## src/rtl/morph_pkg.sv

```systemverilog
// Shared mode encodings, sync bundle and constants for the binary morphology filter.
// Declarations only: no latency, no flow control.
package morph_pkg;

    typedef enum logic [1:0] {
        MODE_BYPASS = 2'b00,
        MODE_DILATE = 2'b01,
        MODE_ERODE  = 2'b10,
        MODE_RSVD   = 2'b11
    } morph_mode_e;

    typedef struct packed {
        logic vsync;
        logic href;
        logic clken;
    } sync_t;

    localparam int LAT = 3;

    function automatic bit ksize_legal(input int ksize);
        return (ksize == 3) || (ksize == 5);
    endfunction

endpackage

```

## src/rtl/morph_line_buffer.sv

```systemverilog
// One-line 1-bit delay memory; asynchronous read returns the old word while the write lands on the edge.
// Read is combinational; writes happen only when en is high, with no backpressure.
module morph_line_buffer #(
    parameter int DEPTH = 320,
    parameter int AW    = $clog2(DEPTH)
) (
    input  logic          clk,
    input  logic          en,
    input  logic [AW-1:0] addr,
    input  logic          wr_dat,
    output logic          rd_dat
);

    logic mem [DEPTH];

    assign rd_dat = mem[addr];

    always_ff @(posedge clk) begin
        if (en) begin
            mem[addr] <= wr_dat;
        end
    end

endmodule

```

## src/rtl/morph_bin_filter.sv

```systemverilog
// KSIZE x KSIZE binary dilate/erode/bypass filter with its own line buffers and out-of-frame masking.
// Latency is a fixed 3 clk for data and syncs; it has no backpressure and follows per_frame_clken.
module morph_bin_filter
    import morph_pkg::*;
#(
    parameter logic [9:0] IMG_HDISP = 10'd320,
    parameter logic [9:0] IMG_VDISP = 10'd240,
    parameter int         KSIZE     = 3
) (
    input  logic       clk,
    input  logic       rst,
    input  logic       per_frame_vsync,
    input  logic       per_frame_href,
    input  logic       per_frame_clken,
    input  logic       per_img_bit,
    input  logic [1:0] cfg_mode,
    output logic       post_frame_vsync,
    output logic       post_frame_href,
    output logic       post_frame_clken,
    output logic       post_img_bit
);

    localparam int         AW      = $clog2(IMG_HDISP);
    localparam logic [9:0] COL_MAX = IMG_HDISP - 10'd1;
    localparam logic [9:0] ROW_MAX = IMG_VDISP - 10'd1;

    if (!ksize_legal(KSIZE)) begin : g_bad_ksize
        $error("morph_bin_filter: KSIZE must be 3 or 5");
    end

    sync_t                       sync_in;
    sync_t                       sync_pipe [LAT];
    morph_mode_e                 mode_r;
    morph_mode_e                 mode_s1;
    morph_mode_e                 mode_s2;
    logic                        vsync_d;
    logic                        href_d;
    logic                        vs_rise;
    logic                        hs_fall;
    logic                        pix_en;
    logic                        lb_wr;
    logic [9:0]                  col_cnt;
    logic [9:0]                  row_cnt;
    logic                        col_full;
    logic                        col_in [KSIZE];
    logic [KSIZE-1:0]            col_now;
    logic [KSIZE-1:0]            hist [KSIZE-1];
    logic [KSIZE-1:0][KSIZE-1:0] win_mask;
    logic [KSIZE-1:0][KSIZE-1:0] win_s1;
    logic [KSIZE-1:0]            row_or_s2;
    logic [KSIZE-1:0]            row_and_s2;
    logic                        cur_s2;
    logic                        neutral;
    logic                        result;

    assign pix_en  = per_frame_clken & per_frame_href;
    assign vs_rise = per_frame_vsync & ~vsync_d;
    assign hs_fall = href_d & ~per_frame_href;
    assign lb_wr   = pix_en & ~col_full;

    always_ff @(posedge clk or posedge rst) begin
        if (rst) begin
            vsync_d  <= 1'b0;
            href_d   <= 1'b0;
            mode_r   <= MODE_DILATE;
            col_cnt  <= '0;
            row_cnt  <= '0;
            col_full <= 1'b0;
        end else begin
            vsync_d <= per_frame_vsync;
            href_d  <= per_frame_href;
            if (vs_rise) begin
                mode_r <= morph_mode_e'(cfg_mode);
            end
            // Frame start wins over any line-level update in the same cycle.
            if (vs_rise || hs_fall) begin
                col_cnt  <= '0;
                col_full <= 1'b0;
            end else if (pix_en) begin
                if (col_cnt == COL_MAX) begin
                    col_full <= 1'b1;
                end else begin
                    col_cnt <= col_cnt + 10'd1;
                end
            end
            if (vs_rise) begin
                row_cnt <= '0;
            end else if (hs_fall && (row_cnt != ROW_MAX)) begin
                row_cnt <= row_cnt + 10'd1;
            end
        end
    end

    // col_in[k] is the pixel k lines above the current one at the same column.
    assign col_in[0] = per_img_bit;

    for (genvar k = 1; k < KSIZE; k++) begin : g_lb
        morph_line_buffer #(
            .DEPTH (int'(IMG_HDISP)),
            .AW    (AW)
        ) u_lb (
            .clk    (clk),
            .en     (lb_wr),
            .addr   (col_cnt[AW-1:0]),
            .wr_dat (col_in[k-1]),
            .rd_dat (col_in[k])
        );
    end

    always_comb begin
        col_now = '0;
        for (int k = 0; k < KSIZE; k++) begin
            col_now[k] = col_in[k];
        end
    end

    always_ff @(posedge clk or posedge rst) begin
        if (rst) begin
            for (int c = 0; c < KSIZE - 1; c++) begin
                hist[c] <= '0;
            end
        end else if (pix_en) begin
            hist[0] <= col_now;
            for (int c = 1; c < KSIZE - 1; c++) begin
                hist[c] <= hist[c-1];
            end
        end
    end

    // Taps that fall above the frame or left of the line take the operation's neutral value.
    always_comb begin
        win_mask = '0;
        neutral  = (mode_r == MODE_ERODE);
        for (int k = 0; k < KSIZE; k++) begin
            for (int c = 0; c < KSIZE; c++) begin
                if ((int'(row_cnt) < k) || (int'(col_cnt) < c)) begin
                    win_mask[k][c] = neutral;
                end else if (c == 0) begin
                    win_mask[k][c] = col_now[k];
                end else begin
                    win_mask[k][c] = hist[c-1][k];
                end
            end
        end
    end

    assign sync_in = {per_frame_vsync, per_frame_href, per_frame_clken};

    always_comb begin
        result = cur_s2;
        case (mode_s2)
            MODE_DILATE: result = |row_or_s2;
            MODE_ERODE:  result = &row_and_s2;
            default:     result = cur_s2;
        endcase
    end

    always_ff @(posedge clk or posedge rst) begin
        if (rst) begin
            for (int i = 0; i < LAT; i++) begin
                sync_pipe[i] <= '0;
            end
            win_s1       <= '0;
            mode_s1      <= MODE_DILATE;
            row_or_s2    <= '0;
            row_and_s2   <= '0;
            cur_s2       <= 1'b0;
            mode_s2      <= MODE_DILATE;
            post_img_bit <= 1'b0;
        end else begin
            sync_pipe[0] <= sync_in;
            for (int i = 1; i < LAT; i++) begin
                sync_pipe[i] <= sync_pipe[i-1];
            end
            win_s1  <= win_mask;
            mode_s1 <= mode_r;
            for (int k = 0; k < KSIZE; k++) begin
                row_or_s2[k]  <= |win_s1[k];
                row_and_s2[k] <= &win_s1[k];
            end
            cur_s2       <= win_s1[0][0];
            mode_s2      <= mode_s1;
            post_img_bit <= sync_pipe[LAT-2].href & result;
        end
    end

    assign post_frame_vsync = sync_pipe[LAT-1].vsync;
    assign post_frame_href  = sync_pipe[LAT-1].href;
    assign post_frame_clken = sync_pipe[LAT-1].clken;

endmodule

```

## config.mk

```make
export PLATFORM = sky130hd
export DESIGN_NAME = morph_bin_filter
export DESIGN_NICKNAME = d
export VERILOG_FILES = /design/src/rtl/morph_pkg.sv /design/src/rtl/morph_line_buffer.sv /design/src/rtl/morph_bin_filter.sv
export SDC_FILE = /design/constraint.sdc
export NUM_CORES = 1
export LEC_CHECK = 0
export CAP_MARGIN = 20
export CORE_MARGIN = 4
export CORE_UTILIZATION = 36
export DETAILED_ROUTE_END_ITERATION = 10
export PLACE_DENSITY_LB_ADDON = 0.05
export SLEW_MARGIN = 20
export SYNTH_ARGS = -nofsm -noshare
export SYNTH_HDL_FRONTEND = slang
export SYNTH_SLANG_ARGS = --single-unit
export TNS_END_PERCENT = 50
```

## constraint.sdc

```tcl
create_clock -name clk -period 16.9 [get_ports clk]
set_input_delay 5.07 -clock clk [delete_from_list [all_inputs] [get_ports clk]]
set_output_delay 5.07 -clock clk [all_outputs]
set_load 0.1 [all_outputs]
```

Word-level counts from Yosys, hierarchy flattened:

Memory sizes are Yosys's and may differ from the RTL's.
Index checks and enable logic that the tools add are counted.

* logic and storage cells: 84
* bits in writable memories: 640
* bits of input ports: 8
* bits in registers: 59
* output and inout bits: 4
* memories kept: 2

* muxes and demuxes: 19
* magnitude comparators: 4
* add/sub/neg operators: 2
* reductions and logical operators: 19
* equal/unequal tests: 6
* bitwise logic cells: 8

Memory list
* g_lb[1].u_lb.mem: depth 320, width 1, rd ports 1, clocked after memory_dff 0, write ports 1, RTL line morph_line_buffer.sv:14 `logic mem [DEPTH];`
* g_lb[2].u_lb.mem: depth 320, width 1, rd ports 1, clocked after memory_dff 0, write ports 1, RTL line morph_line_buffer.sv:14

Operators with widths (number)
* 10-bit 2-to-1 mux: 5
* 10-bit by 1-bit adder with 10-bit output, second input constant: 2
* 10-bit by 1-bit less-than comparator with 1-bit output, second input constant: 2
* 10-bit by 2-bit less-than comparator with 1-bit output, second input constant: 2
* 1-bit 2-to-1 mux: 13
* 3-bit AND reduction: 4
* 3-bit OR reduction: 4
* 10-bit by 9-bit == test with 1-bit output, second input constant: 1
* 10-bit by 8-bit inequality test with 1-bit output, second input constant: 1
* 2-bit nonzero test: 3
* 1-bit bitwise AND: 5
* 1-bit logical OR: 5
* 2-bit == test, second input constant: 2
* 2-bit AND reduction: 2
* 1-bit NOT: 3
* 2-bit by 1-bit == test with 1-bit output, second input constant: 1
* 2-bit inequality test, second input constant: 1
* 1-bit one-hot mux with 2 select lines: 1
* 1-bit logical AND: 1

Depth between registers and ports, before layout:

* word-level depth: 5
* mapped depth: 14
* gate-level depth less buffers: 9

Modules after synthesis:

A second synthesis with hierarchy kept.

* cell total of the unflattened synthesis: 2212
* area total of the unflattened synthesis: 30670.7 µm²

By module, submodules not included
* morph_line_buffer: cells an instance 997, area an instance 14071.0 µm², seq. area each 9609.2 µm², times used 2
* morph_bin_filter: cells an instance 218, area an instance 2528.7 µm², seq. area each 1480.2 µm², times used 1

Worst setup path before layout:

Ideal clock, no wire load.

* path type: reg-to-reg
* start point: register col_cnt[0]
* end point: memory g_lb[2].u_lb.mem[0], data pin
* path buffers: 4
* cell stages (with the launch flop): 12
* arrival: 5.530 ns
* library setup time: 0.918 ns
* clock period less this slack: 6.448 ns
* required time: 15.982 ns
* slack: 10.452 ns
* path through: dfrtp_1 > buf_6 > buf_6 > buf_6 > buf_4 > nor2_1 > nor2_1 > o22ai_1 > o311a_1 > a311o_1 > and3_1 > inv_1

* cells in the longest elaborated chain, start to end: 1

Ends and longest elaborated chain
* start: declaration: RTL line morph_bin_filter.sv:42 `logic [9:0] col_cnt;`
* start signal: assignment: RTL line morph_bin_filter.sv:83 `col_cnt <= col_cnt + 10'd1;`
* memory 320 x 1 bit
* named net g_lb[1].u_lb.rd_dat: RTL line morph_line_buffer.sv:11 `output logic rd_dat`
* end: declaration: RTL line morph_line_buffer.sv:14

The timed path passes the listed nets, and every way through them passes these cells.

Final worst setup path:

* start point: input per_frame_href
* end point: memory g_lb[1].u_lb.mem[59], enable pin

* cells in the longest elaborated chain, start to end: 4

Ends and longest elaborated chain
* start: declaration: RTL line morph_bin_filter.sv:13 `input logic per_frame_href,`
* 1-bit bitwise AND: RTL line morph_bin_filter.sv:56 `assign pix_en = per_frame_clken & per_frame_href;`
* 1-bit bitwise AND: RTL line morph_bin_filter.sv:59 `assign lb_wr = pix_en & ~col_full;`
* 1-bit 2-to-1 mux: RTL line morph_line_buffer.sv:19 `if (en) begin`
* 1-bit 2-to-1 mux (implied by the code): RTL line morph_line_buffer.sv:20 `mem[addr] <= wr_dat;`
* end: declaration: RTL line morph_line_buffer.sv:14

Every way passes these cells.

==> flow_metrics.tcl <==
set metrics [dict create \
    cpMostUsedCell "nor2_1" \
    cp.required_ns 17.20 \
    ant_nets 0 \
    rsz0062_at_grt "no" \
    ios 12 \
    clock-root-buffer "clkbuf_16" \
    nNetsFinal 1813 \
    avgRoutedWirePerCell_um 26.9 \
    area_growth_pct 12.7 \
    cp_cell_sequence "clkdlybuf4s50_1, nand2_1, nor2_1, nand3_1, buf_4, nor2_1" \
    slew_violations 0 \
    ys.flop_type "edfxtp_1" \
    first_pass_iters 5 \
    dieArea_sq_mm 0.0844 \
    worstHoldStart "sync_pipe[5]$_DFF_PP0_" \
    worstPathMaxFanout 13 \
    period_share_pct 43.3 \
    async_flop_share_pct 8.44 \
    end_kind "register" \
    grt_overflow 0 \
    critPathLaunch "per_frame_href" \
    die_h_um 291 \
    portBuffers 11 \
    synth_seq_cells 699 \
    seq_area_sq_mm 0.0207 \
    r2r-start "col_cnt[0]$_DFFE_PP0P_" \
    yosys.area.top_type "edfxtp_1" \
    drive_gt1_share_pct 16.3 \
    finalSetupViolCount 0 \
    core_sq_mm 0.0791 \
    track_usage_pct 18.5 \
    status "finished, final reports clean" \
    finClkSkew_ns 0.0404 \
    period_needed_ns 7.31 \
    cts-hold-fix-buffers 0 \
    dp_hpwl_um 46400 \
    chipWidth_um 291 \
    syn_area_per_cell_sq_um 16.2 \
    cts_buffers 80 \
    placed_cell_area_sq_mm 0.0299 \
    grt_pass1_wl_um 116000 \
    ys_seq_area_share_pct 72.0 \
    gp_congestion 0.739 \
    htree_levels 3 \
    drv_cap 0 \
    vias_per_cell 5.34 \
    syn_inst 1780 \
    multiInputGateArea_sq_mm 0.00731 \
    clkTransAtPathRegs_ns 0.06 \
    power_density_mw_per_mm2 120 \
    vdd_drop_max_v 0.0000705 \
    cts_setup_buffers 0 \
    drt-initial-drc-count 1135 \
    netlist_top_cells_count "edfxtp_1, nor2_1, mux4_2" \
    drc 0 \
    synth_area_sq_mm 0.0288 \
    tightest_slew_ns 1.09 \
    design_area_sq_mm 0.0324 \
    synth_nets 1797 \
    ctsResizeCount 0 \
    n_antenna_cell 0 \
    antenna_found_initial 0 \
    synth_warnings 0 \
    min_path_type "register to register" \
    rows 103 \
    p_leak_uw 0.00999 \
    cts_max_path_buffers 3 \
    synth.area.top_cells "edfxtp_1, mux4_2, dfrtp_1" \
    synth.most_common_cell "edfxtp_1" \
    cts_tree "done" \
    tns_ns 0 \
    startpoint_type "primary input" \
    grt_max_degree 178 \
    cp_slowest_cell "nand3_1" \
    critPathKind "primary input to register" \
    grt_pass1_vias 16600 \
    synth_cell_types 58 \
    nFillCells 7322 \
    max_freq_ghz 0.137 \
    synth.top_cell.area_share_pct 66.8 \
    arrival_ns 7.62 \
    routed_wl_um 78300 \
    synth-edff-count 640 \
    start_util_pct 36.3 \
    cpPeakStageDelay_ns 0.68 \
    vias 15500 \
    numClockSinks 699 \
    maxSlewHeadroom_pct 27.2 \
    clock_latency_ns 0.64 \
    finalHoldViolations 0 \
]
[placed cells by master (no fill, tap or decap), types with 17 or more instances in the layout]
cell type	synthesis	final
edfxtp_1	640	640
nor2_1	372	372
mux4_2	116	116
nand2_1	101	99
mux2i_1	94	94
clkbuf_16	0	83
dfrtp_1	56	53
buf_4	20	45
a22oi_1	34	34
nand3_1	27	26
a21oi_1	24	24
clkbuf_1	71	18
o21ai_0	17	17
[worst max-delay path: cells and delay by family]
kind	cells	cell delay, ns
buffers and inverters	2	0.99
AND/OR/NAND/NOR	4	1.53
[power by group]
| group | leakage, uW | total, uW | switching [uW] | internal, uW |
|---|---|---|---|---|
| logic | 0.00227 | 240 | 159 | 80.7 |
| registers | 0.00648 | 1950 | 13.2 | 1940 |
| clock network | 0.00124 | 1680 | 699 | 985 |
| total | 0.00999 | 3880 | 871 | 3010 |
[path summary, 6_finish.rpt]
kind,end,slack [ns],depth (start not counted)
setup / recovery,g_lb[1].u_lb.mem[59]$_DFFE_PP_,9.59,6
max in group asynchronous,col_cnt[0]$_DFFE_PP0P_,11.29,3
hold / removal,post_frame_vsync$_DFF_PP0_,0.35,0
hold reg to reg,post_frame_vsync$_DFF_PP0_,0.35,0
setup reg to reg,g_lb[2].u_lb.mem[238]$_DFFE_PP_,9.81,13
min in group asynchronous,row_cnt[6]$_DFFE_PP0P_,4.98,3
[cell type report]
class	instances	share of cell area, %
inverters	13	0.174
clock buffers	103	6.71
flip-flops and latches	699	63.9
repair buffers	57	1.46
clock inverters	39	1.10
multi-input cells	945	22.6
well taps	1050	4.06
[per-stage QoR]
step / worst slack (ns) / utilization (%) / std cells / hold WS (ns) / total power, uW
after global placement: 8.78 / 37.7 / 2764 / 0.332 / 2240
final: 9.59 / 40.9 / 2906 / 0.352 / 3880
after global routing: 9.32 / 40.9 / 2906 / 0.361 / 4020
after CTS: 9.59 / 40.9 / 2906 / 0.356 / 3930
after floorplan: 10.38 / - / 1780 / 0.331 / 2160
after detailed placement: 8.97 / 37.7 / 2764 / 0.343 / 2240
[per-layer routing]
layer  global-route usage (%)  vias up  routed length, um
li1                         -     6828                  -
met1                     25.9     8194              35100
met2                     30.6      376              38000
met3                     2.38      120               3090
met4                     5.42        0               2070
met5                        0        -                  0
[kinds of logic (layout without fill, tap and decap cells)]
logic type | count (synthesis) | in the layout | synth area share [%]
AOI/OAI and AO/OA | 125 | 125 | 2.96
DFF | 699 | 699 | 72.0
muxes | 229 | 229 | 13.5
xor gates and xnor gates | 15 | 15 | 0.457
and+or+nand+nor | 567 | 567 | 8.10
buffers and inverters | 136 | 212 | 2.62
adders and majority gates | 9 | 9 | 0.392
[registers in the layout (all words and copies together), names as in the netlist, 2 cells and up]
register,cells
sync_pipe,6
col_cnt,10
mode_s2,2
row_cnt,10
row_and_s2,3
hist,6
row_or_s2,3
win_s1,9
mode_r,2
mode_s1,2
g_lb.u_lb.mem,640
Note: power is estimated with default switching activity, not from simulation.
